[src/rtl/fetch_unit.sv]
// Instruction fetch stage: owns the PC, issues one-cycle-latency imem reads and
// buffers the returned words in a small prefetch FIFO whose head feeds IF/ID.
module fetch_unit #(
  parameter int                  WIDTH    = 16,
  parameter int                  PC_WIDTH = 16,
  parameter int                  DEPTH    = 4,
  parameter logic [PC_WIDTH-1:0] RESET_PC = '0
) (
  input  logic                clk,
  input  logic                reset,
  input  logic                stall,
  input  logic                redirect,
  input  logic [PC_WIDTH-1:0] redirect_pc,
  output logic                imem_req,
  output logic [PC_WIDTH-1:0] imem_addr,
  input  logic                imem_ready,
  input  logic                imem_rvalid,
  input  logic [WIDTH-1:0]    imem_rdata,
  output logic                instr_valid,
  output logic [WIDTH-1:0]    instr,
  output logic [PC_WIDTH-1:0] instr_pc
);

  localparam int PTR_W = $clog2(DEPTH);
  localparam int CNT_W = PTR_W + 1;

  logic [PC_WIDTH-1:0] pc_q, pc_d;
  logic [PC_WIDTH-1:0] req_addr_q, req_addr_d;
  logic                inflight_q, inflight_d;
  logic [CNT_W-1:0]    count_q, count_d;
  logic [PTR_W-1:0]    rd_ptr_q, rd_ptr_d;
  logic [PTR_W-1:0]    wr_ptr_q, wr_ptr_d;

  logic [WIDTH-1:0]    instr_mem [DEPTH];
  logic [PC_WIDTH-1:0] pc_mem    [DEPTH];

  logic [CNT_W-1:0]    occupancy;
  logic                accept;
  logic                push;
  logic                pop;

  // The in-flight request holds a credit, so a returning word always finds a free slot.
  assign occupancy   = count_q + CNT_W'(inflight_q);
  assign imem_req    = ~reset & ~redirect & (occupancy < CNT_W'(DEPTH));
  assign imem_addr   = pc_q;
  assign accept      = imem_req & imem_ready;
  assign push        = imem_rvalid & inflight_q & ~redirect & ~reset;

  assign instr_valid = (count_q != '0);
  assign pop         = instr_valid & ~stall;
  assign instr       = instr_valid ? instr_mem[rd_ptr_q] : '0;
  assign instr_pc    = instr_valid ? pc_mem[rd_ptr_q]    : '0;

  always_comb begin
    // NOTE: every variable written here gets a default first, so no path can infer a latch.
    pc_d       = pc_q;
    req_addr_d = req_addr_q;
    inflight_d = 1'b0;
    count_d    = count_q;
    rd_ptr_d   = rd_ptr_q;
    wr_ptr_d   = wr_ptr_q;

    if (accept) begin
      pc_d       = pc_q + PC_WIDTH'(1);
      req_addr_d = pc_q;
      inflight_d = 1'b1;
    end

    if (push) wr_ptr_d = wr_ptr_q + PTR_W'(1);
    if (pop)  rd_ptr_d = rd_ptr_q + PTR_W'(1);

    case ({push, pop})
      2'b10:   count_d = count_q + CNT_W'(1);
      2'b01:   count_d = count_q - CNT_W'(1);
      default: count_d = count_q;
    endcase

    // A redirect flushes everything, including a pop or push in the same cycle.
    if (redirect) begin
      pc_d       = redirect_pc;
      inflight_d = 1'b0;
      count_d    = '0;
      rd_ptr_d   = '0;
      wr_ptr_d   = '0;
    end
  end

  // NOTE: sequential state uses non-blocking assignments so all registers update from pre-edge values.
  always_ff @(posedge clk) begin
    if (reset) begin
      pc_q       <= RESET_PC;
      req_addr_q <= RESET_PC;
      inflight_q <= 1'b0;
      count_q    <= '0;
      rd_ptr_q   <= '0;
      wr_ptr_q   <= '0;
    end else begin
      pc_q       <= pc_d;
      req_addr_q <= req_addr_d;
      inflight_q <= inflight_d;
      count_q    <= count_d;
      rd_ptr_q   <= rd_ptr_d;
      wr_ptr_q   <= wr_ptr_d;
    end
  end

  // NOTE: FIFO storage is deliberately not reset; count and pointers alone decide what is visible.
  always_ff @(posedge clk) begin
    if (push) begin
      instr_mem[wr_ptr_q] <= imem_rdata;
      pc_mem[wr_ptr_q]    <= req_addr_q;
    end
  end

endmodule

[config.mk]
export PLATFORM = sky130hd
export DESIGN_NAME = fetch_unit
export DESIGN_NICKNAME = d
export VERILOG_FILES = /design/src/rtl/fetch_unit.sv
export SDC_FILE = /design/constraint.sdc
export NUM_CORES = 1
export LEC_CHECK = 0
export BUFFER_PORTS_ARGS = -buffer_cell sky130_fd_sc_hd__buf_2
export CAP_MARGIN = 15
export CORE_MARGIN = 2
export CORE_UTILIZATION = 30
export DETAILED_ROUTE_END_ITERATION = 10
export SLEW_MARGIN = 40
export SYNTH_ARGS = -nofsm -noshare
export SYNTH_HDL_FRONTEND = slang
export SYNTH_SLANG_ARGS = --single-unit
[constraint.sdc]
create_clock -name clk -period 3.2 [get_ports clk]
set_input_delay 0.64 -clock clk [delete_from_list [all_inputs] [get_ports clk]]
set_output_delay 0.64 -clock clk [all_outputs]
set_load 0.01 [all_outputs]
== Word-level counts from Yosys, hierarchy flattened ==
Memories as Yosys holds them, arrays and structs flattened. A register that Yosys moved wholly into a read port is not among the register bits.
Index checks and enable logic that the tools add are counted.
Word-level totals
  bits in registers: 40
  bits in latches: 0
  RAM bits: 128
  ROM bits: 0
  output and inout bits: 50
  memories kept: 2
Cells by class
  add/subtract/negate cells: 6
  $mul: 0
  div/mod/pow operators: 0
  $lt $le $gt $ge: 1
  equality and inequality tests: 2
  shift operators: 0
  mux-type cells: 12
  bitwise operators: 10
  reduce and logical (&&, ||, !) cells: 4
Memory list
  instr_mem: words 4, bits a word 16, read ports 1, clocked after memory_dff 1, write ports 1, line 34  | logic [WIDTH-1:0] instr_mem [DEPTH];
  pc_mem: words 4, bits a word 16, read ports 1, clocked after memory_dff 1, write ports 1, line 35  | logic [PC_WIDTH-1:0] pc_mem [DEPTH];
Operators with widths (count)
  $mux W16: 4
  $add A16 B1 Y16 const B: 1
  $mux W2: 4
  $and A1 B1 Y1: 7
  $pmux W3 S2: 1
  $add A2 B1 Y2 const B: 2
  $reduce_bool A2 Y1: 2
  $add A3 B1 Y3: 1
  $add A3 B1 Y3 const B: 1
  $lt A3 B3 Y1 const B: 1
  $mux W1: 3
  $not A1 Y1: 3
  $reduce_bool A3 Y1: 1
  $sub A3 B1 Y3 const B: 1
  $eq A2 B1 Y1 const B: 1
  $eq A2 B2 Y1 const B: 1
  $reduce_or A2 Y1: 1

== Longest topological paths before layout ==
  depth after elaboration: 6
  depth in mapped cells: 11
  gate-level depth less buffers: 9

== Worst setup path before layout ==
OpenSTA, ideal clock, no wires.
  path type: in2reg
  start: in reset
  end: mem instr_mem[0][0] (enable)
  library setup time: 392 ps
  data arrival time: 2320 ps
  data required time: 2808 ps
  path slack: 488 ps
  stages: 5
  path through: clkbuf_1 -> or2_2 -> clkbuf_1 -> nor2_1 -> and2_1
Between the ends
  cells in the longest elaborated chain, start to end: 4
Ends and longest elaborated chain
  from (decl): line 10  | input logic reset,
  $not A1 Y1: line 47  | assign push = imem_rvalid & inflight_q & ~redirect & ~reset;
  $and A1 B1 Y1: line 47
  $mux W1: line 109  | if (push) begin
  $mux W1 (implied by the code): line 110  | instr_mem[wr_ptr_q] <= imem_rdata;
  to (decl): line 34
No other way between the ends.

==> impl_metrics.prom <==
# TYPE chip_impl_metric gauge
chip_impl_info{name="status",value="finished, final reports clean"} 1
chip_impl_info{name="critical_path.startpoint_type",value="flop"} 1
chip_impl_metric{name="floorplan.die.height",unit="µm"} 154.6
chip_impl_info{name="timing.setup.critical_path_class",value="flop to output pin"} 1
chip_impl_metric{name="cts_buffers",unit=""} 17
chip_impl_metric{name="grt_max_degree",unit=""} 37
chip_impl_metric{name="finalNetCount",unit=""} 579
chip_impl_info{name="cts_tree",value="yes"} 1
chip_impl_metric{name="cts.sink_count",unit=""} 170
chip_impl_metric{name="dp_hpwl",unit="µm"} 8748
chip_impl_metric{name="timing.final.setup_violations",unit=""} 0
chip_impl_metric{name="postSynth.asyncResetShare",unit=""} 0
chip_impl_info{name="netlist.top_cell.by_area",value="sky130_fd_sc_hd__edfxtp_1"} 1
chip_impl_metric{name="timing.critical_path.fanout_max",unit=""} 32
chip_impl_metric{name="seqCellArea",unit="mm²"} 0.004686
chip_impl_metric{name="drt_iter0_drc",unit=""} 301
chip_impl_metric{name="cts.clk_slew.worst_paths",unit="ns"} 0.06
chip_impl_metric{name="core_region_area",unit="mm²"} 0.02243
chip_impl_metric{name="final-max-slew-violation-count",unit=""} 0
chip_impl_metric{name="routed_wl",unit="µm"} 13830
chip_impl_info{name="post-synth-top-count-cell",value="sky130_fd_sc_hd__edfxtp_1"} 1
chip_impl_metric{name="power.leakage",unit="nW"} 2.750
chip_impl_metric{name="number_of_fill_cells_in_the_layout",unit=""} 2144
chip_impl_metric{name="internal_power",unit="mW"} 3.584
chip_impl_metric{name="netlist_instances",unit=""} 443
chip_impl_metric{name="antenna_left",unit=""} 0
chip_impl_info{name="regToRegStartpoint",value="count_q[0]"} 1
chip_impl_metric{name="num_io_pins",unit=""} 88
chip_impl_metric{name="first_global_vias",unit=""} 4024
chip_impl_metric{name="route.detailed.drc",unit=""} 0
chip_impl_metric{name="antenna_found_initial",unit=""} 0
chip_impl_metric{name="total_power_consumption_of_the_routed_design",unit="mW"} 4.518
chip_impl_metric{name="num_rows",unit=""} 55
chip_impl_metric{name="maximum_number_of_buffers_from_clock_root_to_sink",unit=""} 2
chip_impl_metric{name="port_buffers",unit=""} 87
chip_impl_metric{name="multi_input_logic_area",unit="mm²"} 0.001987
chip_impl_metric{name="syn_area_per_cell",unit="µm²"} 15.36
chip_impl_metric{name="synth-warning-count",unit=""} 0
chip_impl_metric{name="totalNegativeSetupSlack",unit="ns"} 0
chip_impl_info{name="setup.worst_path.end_class",value="output pin"} 1
chip_impl_metric{name="clock_skew",unit="ns"} 0.008344
chip_impl_metric{name="power.share.combinational",unit=""} 0.028
chip_impl_info{name="rsz0062_at_grt",value="false"} 1
chip_impl_metric{name="vias",unit=""} 3997
chip_impl_metric{name="global_route.overflow_total",unit=""} 0
chip_impl_metric{name="ir_worst_vdd",unit="V"} 0.0003053
chip_impl_metric{name="pwr_density_cell",unit="mW/mm²"} 554.7
chip_impl_info{name="min_from",value="imem_rdata[14]"} 1
chip_impl_metric{name="clock_tree.htree_level_count",unit=""} 4
chip_impl_info{name="cts-root-buf",value="sky130_fd_sc_hd__clkbuf_16"} 1
chip_impl_metric{name="wire_length_of_the_first_global_routing_pass",unit="µm"} 21980
chip_impl_metric{name="period_share",unit=""} 0.8058
chip_impl_metric{name="power_switching_share",unit=""} 0.2069
chip_impl_metric{name="synth_seq_cells",unit=""} 170
chip_impl_metric{name="num_antenna_cells",unit=""} 0
chip_impl_metric{name="avgViaCountPerCell",unit=""} 4.804
chip_impl_metric{name="avgRoutedWirePerCell",unit="µm"} 16.63
chip_impl_metric{name="ctsResizeCount",unit=""} 0
chip_impl_metric{name="max_cap_viol",unit=""} 0
chip_impl_info{name="post_synth_most_frequent_cells",value="sky130_fd_sc_hd__edfxtp_1 (128), sky130_fd_sc_hd__nand2_1 (49), sky130_fd_sc_hd__dfxtp_1 (42), sky130_fd_sc_hd__mux4_2 (32), sky130_fd_sc_hd__nor2b_1 (32)"} 1
chip_impl_metric{name="synth_edf_count",unit=""} 128
chip_impl_metric{name="netlist.area_leader.share",unit=""} 0.5647
chip_impl_metric{name="drive_above_1_share",unit=""} 0.2980
chip_impl_metric{name="postSynthNetCount",unit=""} 488
chip_impl_metric{name="p_seq_frac",unit=""} 0.532
chip_impl_metric{name="timing_hold_violations_final",unit=""} 0
chip_impl_metric{name="start_util",unit=""} 0.3034
chip_impl_metric{name="worst_skew_pair.late_latency",unit="ns"} 0.42
chip_impl_metric{name="rd_place_congestion",unit=""} 0.8799
chip_impl_metric{name="setup.reg_to_reg.worst_slack",unit="ns"} 0.91
chip_impl_metric{name="worstMarginPinSlew",unit="ns"} 0.7305
chip_impl_metric{name="cts.repair_timing.setup_buffer_count",unit=""} 0
chip_impl_metric{name="cts_hold_buf",unit=""} 0
chip_impl_metric{name="arr_time_crit_path",unit="ns"} 1.94
chip_impl_metric{name="dr.pass1.iters",unit=""} 5
chip_impl_metric{name="cp_data_required_time",unit="ns"} 2.56
chip_impl_info{name="yosys_most_used_dff",value="sky130_fd_sc_hd__edfxtp_1"} 1
chip_impl_metric{name="area.growth.synth_to_final",unit="%"} 19.67
chip_impl_info{name="synth.area.top_cells",value="sky130_fd_sc_hd__edfxtp_1 (56%), sky130_fd_sc_hd__dfxtp_1 (12%), sky130_fd_sc_hd__mux4_2 (11%), sky130_fd_sc_hd__nor2b_1 (2.9%), sky130_fd_sc_hd__nand2_1 (2.7%)"} 1
chip_impl_metric{name="grtUsageTotal",unit=""} 0.1196
chip_impl_metric{name="switching_power",unit="mW"} 0.9347
chip_impl_metric{name="clockPowerShare",unit=""} 0.440
chip_impl_metric{name="seq_area_frac_synth",unit=""} 0.6882
chip_impl_metric{name="die_area",unit="mm²"} 0.02391
chip_impl_metric{name="synth.distinct_cells",unit=""} 45
chip_impl_metric{name="synthesis.area",unit="mm²"} 0.006807
chip_impl_metric{name="dieWidth",unit="µm"} 154.6
chip_impl_metric{name="max_freq",unit="MHz"} 387.8
chip_impl_metric{name="post_route_minimum_period",unit="ns"} 2.578
chip_impl_metric{name="slew-limit-headroom",unit=""} 0.5107
chip_impl_info{name="min-delay-path-class",value="primary input to flop"} 1
[power groups by stage]
stage          sequential, mW  combinational (mW)  clock [mW]
6_report                 2.40               0.126        1.99
5_1_grt                  2.41               0.141        2.13
4_1_cts                  2.40               0.128        2.03
3_5_place_dp             2.45               0.127           0
3_3_place_gp             2.45               0.122           0
2_1_floorplan            2.45              0.0616           0
[flip-flops by register name, indices dropped and copies added (netlist names), named ones only]
name        count
instr_mem      64
wr_ptr_q        2
count_q         3
rd_ptr_q        2
inflight_q      1
req_addr_q     16
pc_mem         64
imem_addr      16
[per-stage QoR]
| step | utilization | worst slack [ns] | hold WS [ns] | cells | instance area, µm² |
|---|---|---|---|---|---|
| final | 0.3631 | 0.6215 | 0.4328 | 832 | 8145 |
| after global routing | 0.3631 | 0.5242 | 0.4226 | 832 | 8145 |
| after CTS | 0.3631 | 0.5747 | 0.4159 | 832 | 8145 |
| after detailed placement | 0.3375 | 0.4654 | 0.4947 | 800 | 7571 |
| after global placement | 0.3375 | 0.6156 | 0.4784 | 800 | 7571 |
| after floorplan | - | 0.4884 | 0.4592 | 443 | 6807 |
[worst max-delay path: stages, from the launching register on]
cell and delay [ns]:
sky130_fd_sc_hd__dfxtp_2 0.34, sky130_fd_sc_hd__buf_12 0.25, sky130_fd_sc_hd__mux4_2 0.58, sky130_fd_sc_hd__nor2b_1 0.15, sky130_fd_sc_hd__buf_2 0.15
[final cells by class]
class | instances | share of cell area
clock buffers | 19 | 0.05315
multi-input cells | 241 | 0.2439
repair buffers | 95 | 0.06237
flip-flops and latches | 170 | 0.5753
well taps | 285 | 0.04378
clock inverters | 13 | 0.01736
inverters | 9 | 0.004147
[cells by family (layout without fill, tap and decap cells)]
| family | Yosys count | count (layout) | synth area share |
|---|---|---|---|
| xor+xnor | 9 | 9 | 0.01158 |
| simple gates | 135 | 135 | 0.09890 |
| fa+ha+maj | 7 | 7 | 0.01397 |
| flops | 170 | 170 | 0.6882 |
| compound gates | 54 | 54 | 0.05478 |
| mux | 36 | 36 | 0.1119 |
| buf+inv | 32 | 136 | 0.02059 |
[path summary, 6_finish.rpt]
kind,depth (start not counted),endpoint
max,4,instr_pc[5]
min,1,instr_mem[2][14]
max reg2reg,5,imem_addr[14]
min reg2reg,2,wr_ptr_q[1]
[cells in the final DEF (no fill, tap or decap), types with 3 or more instances in the layout]
cell	instances
sky130_fd_sc_hd__mux2i_1	3
sky130_fd_sc_hd__clkinvlp_4	3
sky130_fd_sc_hd__clkbuf_16	17
sky130_fd_sc_hd__nand3_1	5
sky130_fd_sc_hd__and2_1	6
sky130_fd_sc_hd__clkinv_2	3
sky130_fd_sc_hd__nand2b_1	3
sky130_fd_sc_hd__mux4_2	32
sky130_fd_sc_hd__o311ai_1	4
sky130_fd_sc_hd__o211ai_1	3
sky130_fd_sc_hd__buf_4	7
sky130_fd_sc_hd__edfxtp_1	128
sky130_fd_sc_hd__xor2_1	5
sky130_fd_sc_hd__inv_6	4
sky130_fd_sc_hd__inv_1	7
sky130_fd_sc_hd__a31oi_1	7
sky130_fd_sc_hd__a211oi_1	5
sky130_fd_sc_hd__nand2_1	49
sky130_fd_sc_hd__or4_1	4
sky130_fd_sc_hd__dfxtp_1	41
sky130_fd_sc_hd__buf_2	87
sky130_fd_sc_hd__a21oi_1	20
sky130_fd_sc_hd__xnor2_1	4
sky130_fd_sc_hd__nor2b_1	32
sky130_fd_sc_hd__and3_1	3
sky130_fd_sc_hd__ha_1	6
sky130_fd_sc_hd__and4_1	4
sky130_fd_sc_hd__or3_1	3
sky130_fd_sc_hd__nor2_1	23
[layer usage]
layer,routed length [µm],vias to the layer above,GRT usage,share of wire
met3,893,13,0.03586,0.065
met1,6505,1978,0.1651,0.47
met5,0,-,0,0
met4,144,0,0.03616,0.010
li1,-,1870,-,-
met2,6292,136,0.1826,0.45
No activity file was read; power rests on OpenSTA's default activity.
